$ cat config.mk
export PLATFORM = sky130hd
export DESIGN_NAME = uart_tx
export DESIGN_NICKNAME = d
export VERILOG_FILES = /design/src/rtl/uart_pkg.sv /design/src/rtl/parity_calc.sv /design/src/rtl/uart_tx.sv
export SDC_FILE = /design/constraint.sdc
export NUM_CORES = 1
export LEC_CHECK = 0
export CORE_MARGIN = 3
export CORE_UTILIZATION = 30
export CTS_CLUSTER_DIAMETER = 100
export DETAILED_ROUTE_END_ITERATION = 10
export HOLD_SLACK_MARGIN = 0.1
export PLACE_DENSITY = 0.47
export SLEW_MARGIN = 20
export SYNTH_ARGS = -nofsm -noshare
export SYNTH_HDL_FRONTEND = slang
export SYNTH_SLANG_ARGS = --single-unit
$ cat constraint.sdc
create_clock -name clk -period 2.77 [get_ports clk]
set_input_delay 0.4155 -clock clk [delete_from_list [all_inputs] [get_ports clk]]
set_output_delay 0.4155 -clock clk [all_outputs]
set_load 0.01 [all_outputs]
$ cat src/rtl/uart_pkg.sv
// Shared UART definitions used by both the transmitter and the receiver.
//
// Contents:
//   uart_state_e : frame sequencing states (IDLE, START, DATA, PARITY, STOP)
//   par_typ_e    : parity type encoding (EVEN = 0, ODD = 1)
package uart_pkg;

    typedef enum logic [2:0] {
        StIdle   = 3'd0,
        StStart  = 3'd1,
        StData   = 3'd2,
        StParity = 3'd3,
        StStop   = 3'd4
    } uart_state_e;

    typedef enum logic {
        ParEven = 1'b0,
        ParOdd  = 1'b1
    } par_typ_e;

endpackage

$ cat src/rtl/parity_calc.sv
// Parity bit generator for a UART frame.
//
// Ports:
//   data    : payload whose parity is computed
//   par_typ : parity type (ParEven / ParOdd)
//   parity  : bit that makes the total count of ones even (ParEven) or odd (ParOdd)
module parity_calc
    import uart_pkg::*;
#(
    parameter int unsigned DATA_WIDTH = 8
) (
    input  logic [DATA_WIDTH-1:0] data,
    input  logic                  par_typ,
    output logic                  parity
);

    always_comb begin
        parity = (^data) ^ (par_typ == ParOdd);
    end

endmodule

$ cat src/rtl/uart_tx.sv
// UART transmitter: serialises one DATA_WIDTH payload per frame, one bit per clk cycle.
// Frame: start (0), data LSB first, optional parity, stop (1).
//
// Ports:
//   clk        : baud-rate clock
//   ARSTn      : asynchronous active-low reset
//   P_DATA     : parallel payload, latched on accept
//   DATA_VALID : frame request; accepted in IDLE or during the STOP cycle
//   PAR_EN     : append a parity bit (latched on accept)
//   PAR_TYP    : 0 = even, 1 = odd parity (latched on accept)
//   TX_OUT     : registered serial line, idle high
//   Busy       : registered, high while a frame is on the line
module uart_tx
    import uart_pkg::*;
#(
    parameter int unsigned DATA_WIDTH = 8
) (
    input  logic                  clk,
    input  logic                  ARSTn,
    input  logic [DATA_WIDTH-1:0] P_DATA,
    input  logic                  DATA_VALID,
    input  logic                  PAR_EN,
    input  logic                  PAR_TYP,
    output logic                  TX_OUT,
    output logic                  Busy
);

    localparam int unsigned        CntWidth = $clog2(DATA_WIDTH + 1);
    localparam logic [CntWidth-1:0] CntLast = CntWidth'(DATA_WIDTH - 1);

    uart_state_e           state_q, state_d;
    logic [CntWidth-1:0]   cnt_q, cnt_d;
    logic [DATA_WIDTH-1:0] data_q, data_d;
    logic                  par_en_q, par_en_d;
    logic                  par_typ_q, par_typ_d;
    logic                  tx_q, tx_d;
    logic                  busy_q, busy_d;
    logic                  accept;
    logic                  parity_bit;
    logic                  data_bit;

    parity_calc #(
        .DATA_WIDTH(DATA_WIDTH)
    ) u_parity_calc (
        .data    (data_q),
        .par_typ (par_typ_q),
        .parity  (parity_bit)
    );

    // A new frame may start from idle, or directly after the stop bit of the
    // current one so back-to-back frames carry no idle gap.
    assign accept = DATA_VALID && ((state_q == StIdle) || (state_q == StStop));

    // State, counter, latches and registered outputs all share one edge.
    always_ff @(posedge clk or negedge ARSTn) begin
        if (!ARSTn) begin
            state_q   <= StIdle;
            cnt_q     <= '0;
            data_q    <= '0;
            par_en_q  <= 1'b0;
            par_typ_q <= ParEven;
            tx_q      <= 1'b1;
            busy_q    <= 1'b0;
        end else begin
            state_q   <= state_d;
            cnt_q     <= cnt_d;
            data_q    <= data_d;
            par_en_q  <= par_en_d;
            par_typ_q <= par_typ_d;
            tx_q      <= tx_d;
            busy_q    <= busy_d;
        end
    end

    // Next-state logic.
    always_comb begin
        state_d   = state_q;
        cnt_d     = cnt_q;
        data_d    = data_q;
        par_en_d  = par_en_q;
        par_typ_d = par_typ_q;

        if (accept) begin
            data_d    = P_DATA;
            par_en_d  = PAR_EN;
            par_typ_d = PAR_TYP;
        end

        unique case (state_q)
            StIdle: begin
                if (accept) begin
                    state_d = StStart;
                end
            end
            StStart: begin
                state_d = StData;
                cnt_d   = '0;
            end
            StData: begin
                if (cnt_q == CntLast) begin
                    state_d = par_en_q ? StParity : StStop;
                end else begin
                    cnt_d = cnt_q + CntWidth'(1);
                end
            end
            StParity: begin
                state_d = StStop;
            end
            StStop: begin
                state_d = accept ? StStart : StIdle;
            end
            default: begin
                // Illegal encoding: fall back to idle on the next edge.
                state_d = StIdle;
            end
        endcase
    end

    // Serializer mux: select latched data bit addressed by the next counter value.
    always_comb begin
        data_bit = 1'b0;
        for (int unsigned i = 0; i < DATA_WIDTH; i++) begin
            if (cnt_d == CntWidth'(i)) begin
                data_bit = data_q[i];
            end
        end
    end

    // Output logic, evaluated on the next state so outputs register with the state.
    always_comb begin
        tx_d   = 1'b1;
        busy_d = 1'b0;
        unique case (state_d)
            StIdle: begin
                tx_d   = 1'b1;
                busy_d = 1'b0;
            end
            StStart: begin
                tx_d   = 1'b0;
                busy_d = 1'b1;
            end
            StData: begin
                tx_d   = data_bit;
                busy_d = 1'b1;
            end
            StParity: begin
                tx_d   = parity_bit;
                busy_d = 1'b1;
            end
            StStop: begin
                tx_d   = 1'b1;
                busy_d = 1'b1;
            end
            default: begin
                tx_d   = 1'b1;
                busy_d = 1'b0;
            end
        endcase
    end

    assign TX_OUT = tx_q;
    assign Busy   = busy_q;

endmodule

==> metrics.txt, run 1 <==
DP HPWL=1450 µm; num ports=15; DRC errors left=0; root buffer cell=clkbuf_4; Seq/Total Area, Yosys=0.454; reg2reg start=cnt_q[0]; Max VDD drop=about 470 µV; Max Cap Violations=0; postcts setup bufs=0; leakage=approximately 0.5 nW; Worst Tran Pin Value=about 0.9 ns; # diodes=0; fin. max-slew vios=0; Mapped Nets=105; worst skew pair latency=around 0.29 ns; vias=approximately 720; total clock sinks=19; Initial Utilization=0.328; pin count of the biggest net entering global routing=20; met2 WL=934 µm; status=complete, no violations; Final Hold Vio Count=0; Top Metal Used=met4; routed length per instance=between 10 and 15 µm; hold path endpoint=par_typ_q; overall die width=65.2 µm; Mapped Cells=91; Worst Path Required=2.99 ns; post-synth top area share=0.429; min-delay src=par_typ_q; GRT Total Usage=0.100; slowest stage delay, CP=0.47 ns; critical path type=flop to flop; first drt pass iteration count=4; Routed WL=1900 µm; first-pass GRT wire length=3290 µm; Layout area overhead=18.3%; mapped cell area=between 1000 and 1500 µm²; CTS Buffer Depth=2; most common cell in the netlist=dfrtp_1; post-cts resize count=0; Netlist cell types=39; Critical Path End Type=flop; FF-to-FF setup slack=0.69 ns; Final Net Count=120; crit share post-route=0.751; via count of the first global-routing pass=730; Yosys warning count=0; Overflow after GRT=0; I/O Buffers=14; GPL Wtd Cong=0.834; CTS tree=done; HP Class=flop to flop; hold depth=1; RSZ-0062 raised after global routing=no; Synth area leaders=dfrtp_1 43%, mux2_2 11%, xnor2_1 5.8%; Synth top cells by count=18 x dfrtp_1, 10 x mux2_2, 7 x xnor2_1, 6 x nor2_1; cts hold-fix bufs=0; Pwr Total=around 1.4 mW; Die ar.=4250 µm²; async set-or-reset flop fraction in the synthesized netlist=1.00; Seq cells post-synth=19; Rows=20; setup TNS=0 ns; R2R Path End=TX_OUT; core area=3200 µm²; Syn Area/Cell=11.5 µm²; height of the die=65.2 µm; initial antenna violation count=0; setup ws final=0.689 ns; Worst Path Max Fanout=5; Tmin final=between 2 and 2.5 ns; met1 WL=about 870 µm; metal3 WL=56 µm; clock-pin slew on the worst setup and hold paths=0.10 ns; 1st-iter DRT viols=40; share of cells above drive strength 1=0.200; Num CTS Buffers=3; Startpoint Class=flop; f_max=480 MHz; Worst EP arrival=around 2.3 ns; Crit-path slowest cell=nor4bb_1; Slew HR=0.415; CP startpoint=cnt_q[0]; H-tree Lvls=1; top_reg_cell synth=dfrtp_1; Post-synth EDFFs=0; Clock Skew=around 0.0009 ns; Synth area leader=dfrtp_1; Final Setup Violations=0; dpl cell area=1220 µm²; post-route ant nets=0; path depth of the worst reg2reg path=7; drt via density=4.83; P per Cell Area=1160 nW/µm²; pre-CTS setup slack=roughly 0.7 ns; Critical Path, Cell by Cell=ha_1, nor4bb_1, o31ai_2, nand2_4, mux2_4, o2111ai_2, o211ai_2; cell area after layout=1240 µm²
## final cells by class
| cell class | instances | area, µm² |
|---|---|---|
| fillers | 349 | 1960 |
| multi-input cells | 64 | 531 |
| flip-flops and latches | 19 | 477 |
| repair buffers | 14 | 140 |
| well taps | 44 | 55.1 |
| clock buffers | 4 | 26.3 |
| inverters | 4 | 15.0 |
## placed cells by master (no fill, tap or decap), types with 2 or more instances in the layout
cell	n
dfrtp_1	18
clkdlybuf4s50_1	14
mux2_2	10
xnor2_1	7
nor2_1	6
inv_1	4
nand3_1	4
nand2b_1	3
mux2i_1	3
clkbuf_4	3
a21oi_1	2
o22ai_1	2
nand2_1	2
or3_1	2
## report_power, final
group          internal, mW  switching [mW]
Clock                0.0559          0.0811
Combinational         0.428           0.327
Sequential            0.412           0.145
Total                 0.896           0.552
## worst max-delay path, delay by kind of cell, from the launching register on
kind	cells	cell delay, ns
fa+ha+maj	1	0.24
mux	1	0.31
simple gates	2	0.58
compound gates	3	0.42
flops	1	0.46
## registers in the layout, indices dropped and copies added (netlist names)
name	cells
state_q	3
TX_OUT	1
data_q	8
par_en_q	1
Busy	1
par_typ_q	1
cnt_q	4
## how the worst max path moves through the flow
stage                        end  slack (ns)  cells past startpoint
final                     TX_OUT        0.69                      7
after global routing      TX_OUT        0.58                      7
after CTS                 TX_OUT        0.69                      7
after detailed placement  TX_OUT        0.71                      7
after global placement    TX_OUT        0.75                      7
after floorplan           TX_OUT        0.88                      7
## stage by stage
step	utilization	hold slack, ns	std cells
2_1_floorplan	-	0.120	91
3_3_place_gp	0.380	0.518	145
3_5_place_dp	0.380	0.520	145
4_1_cts	0.388	0.546	149
5_1_grt	0.388	0.594	149
6_report	0.388	0.543	149
## routing by layer
layer,vias to the layer above,global-route usage
met4,0,0.0622
li1,357,-
met2,11,0.158
met1,347,0.128
met5,-,0
met3,4,0.0154
## cell families after synthesis
kind of cell    Yosys count  share of synthesized area
simple gates             28                      0.165
flops                    19                      0.454
mux                      14                      0.150
compound gates           13                      0.111
xor+xnor                  8                     0.0667
buf+inv                   8                     0.0417
fa+ha+maj                 1                     0.0119
No activity file was read; power rests on OpenSTA's default activity.
==> inputs of run 2 (changes only) <==
- PLACE_DENSITY: 0.47 -> 0.49
- clock period: 2.77 -> 1.7 ns (I/O delays scaled with it)
==> run 2 against run 1 <==
Against the previous run: the flow now finishes with violations (setup timing); sequential power up 58%; routed wire length up 9.9%; first-iteration DRC count down 28%; die area unchanged; largest power group unchanged.
==> metrics.txt, run 2 (synthesis results as in run 1) <==
dpl cell area=1410 µm² (+16%); Crit-path slowest cell=dfrtp_2; Slew HR=0.766 (+0.350); Final Util=0.453 (+0.0648); status=finished, violations left; DP HPWL=1740 µm (+20%); core area=3200 µm² (unchanged); Tmin final=1.87 ns (-0.208 ns); Largest register FFs=8 (unchanged); 1st-iter DRT viols=29 (-28%); Startpoint Class=flop; CTS tree=done; Final Net Count=139 (+16%); root buffer cell=clkbuf_4; setup ws final=-0.174 ns (-0.862 ns); Final Hold Vio Count=0 (unchanged); first drt pass iteration count=3 (-1); fin. max-slew vios=0 (unchanged); # diodes=0 (unchanged); crit path buf inv count=0 (unchanged); failing checks=setup timing; CTS Buffer Depth=2 (unchanged); Critical Path, Cell by Cell=ha_4, nor4bb_4, o31ai_4, nand2_4, mux2_4, o2111ai_2, o211ai_2; routed length per instance=12.4 µm (-2.6%); GRT Total Usage=0.112 (+0.0119); HP Class=input port to async pin; Routed WL=2080 µm (+9.9%); Max Cap Violations=0 (unchanged); clock-pin slew on the worst setup and hold paths=0.10 ns (about the same); drt via density=4.71 (-2.4%); pre-CTS setup slack=-0.152 ns (-0.861 ns); commonest non-fill, non-tap cells in the layout=17 x buf_4, 16 x dfrtp_1, 14 x clkdlybuf4s50_1; Rows=20 (unchanged); Critical Path End Type=flop; met3 usage=0.0171 (+0.00171); Layout area overhead=38.1%; Initial Utilization=0.328 (unchanged); num ports=15 (unchanged); met2 Usage GRT=0.198 (+0.0405); Worst EP arrival=2.09 ns (-0.21 ns); Pwr Total=2.68 mW (+85%); share of cells above drive strength 1=0.379 (+0.179); critical path type=flop to flop; P per Cell Area=1850 nW/µm² (+59%); cts hold-fix bufs=0 (unchanged); Global Route met1 Usage=0.135 (+0.00628); Fill cells=329 (-5.7%); grt peak-use layer=met2; Min Hold Slack=0.292 ns (-0.251 ns); post-route ant nets=0 (unchanged); total clock sinks=19 (unchanged); Top Registers=data_q (8), cnt_q (4), state_q (3); vias=791 (+10%); I/O Buffers=14 (unchanged); slowest stage delay, CP=0.44 ns (-0.03 ns); via count of the first global-routing pass=846 (+16%); H-tree Lvls=1 (unchanged); Worst Tran Pin Value=0.351 ns (-0.523 ns); Worst Path Max Fanout=4 (-1); Overflow after GRT=0 (unchanged); pin count of the biggest net entering global routing=20 (unchanged); postcts setup bufs=0 (unchanged); GPL Wtd Cong=0.769 (-7.8%); Worst Path Required=1.92 ns (-1.07 ns); Die ar.=4250 µm² (unchanged); RSZ-0062 raised after global routing=yes; cell area after layout=1450 µm² (+17%); initial antenna violation count=0 (unchanged); Top delay family on crit path=compound AO/OA/AOI/OAI gates; Num CTS Buffers=3 (unchanged); f_max=534 MHz (+11%); commonest non-fill, non-tap cell in the layout=buf_4; worst skew pair latency=0.29 ns (about the same); DRC errors left=0 (unchanged); Clock Skew=0.00146 ns (+0.000562 ns); Max VDD drop=736 µV (+56%); largest reg by FF count=data_q; crit share post-route=1.10 (+0.351); overall die width=65.2 µm (unchanged); first-pass GRT wire length=3770 µm (+15%); leakage=0.605 nW (+20%); height of the die=65.2 µm (unchanged); Final Setup Violations=2 (+2)
## run 2: through the flow
step           setup TNS, ns  instances
2_1_floorplan         -0.107         91
3_3_place_gp          -0.111        164
3_5_place_dp          -0.210        164
4_1_cts               -0.579        168
5_1_grt                -1.45        168
6_report              -0.177        168
## run 2: repair_timing
action / 4_1_cts / 5_1_grt
hold endpoints to repair: 0 / 0
pin swaps: 0 / 1
gates resized for setup: 2 / 3
setup endpoints to repair: 11 / 13
## run 2: worst paths after layout
kind | from | endpoint | slack [ns] | depth (start not counted)
worst max-delay path | cnt_q[0] | TX_OUT | -0.17 | 7
worst min-delay path | ARSTn | data_q[4] | 0.29 | 2
worst max register to register | cnt_q[0] | TX_OUT | -0.17 | 7
worst min register to register | par_typ_q | par_typ_q | 0.55 | 1
max in group asynchronous | ARSTn | TX_OUT | 1.15 | 2
min in group clk | PAR_EN | par_en_q | 0.53 | 3
## run 2: cell type report
cell class,count,area [µm²],share of cell area
Tap cell,44,55.1,0.0379
Inverter,4,15.0,0.0103
Clock buffer,4,26.3,0.0181
Timing Repair Buffer,33,299,0.206
Sequential cell,19,479,0.330
Multi-Input combinational cell,64,577,0.397
## run 2: report_power, final
group	switching, mW	internal (mW)
Clock	0.125	0.0911
Combinational	0.652	0.935
Sequential	0.201	0.677
## run 2: per-layer routing
metal,up-vias,part of all wire
met3,4,0.028
met1,385,0.43
li1,393,-
met4,0,0.012
met5,-,0
met2,9,0.53
==> inputs of run 3 (changes only) <==
- SLEW_MARGIN: 20 -> 30
==> results of run 3 <==
The final DEF is identical to that of run 2; final timing and power are the same.
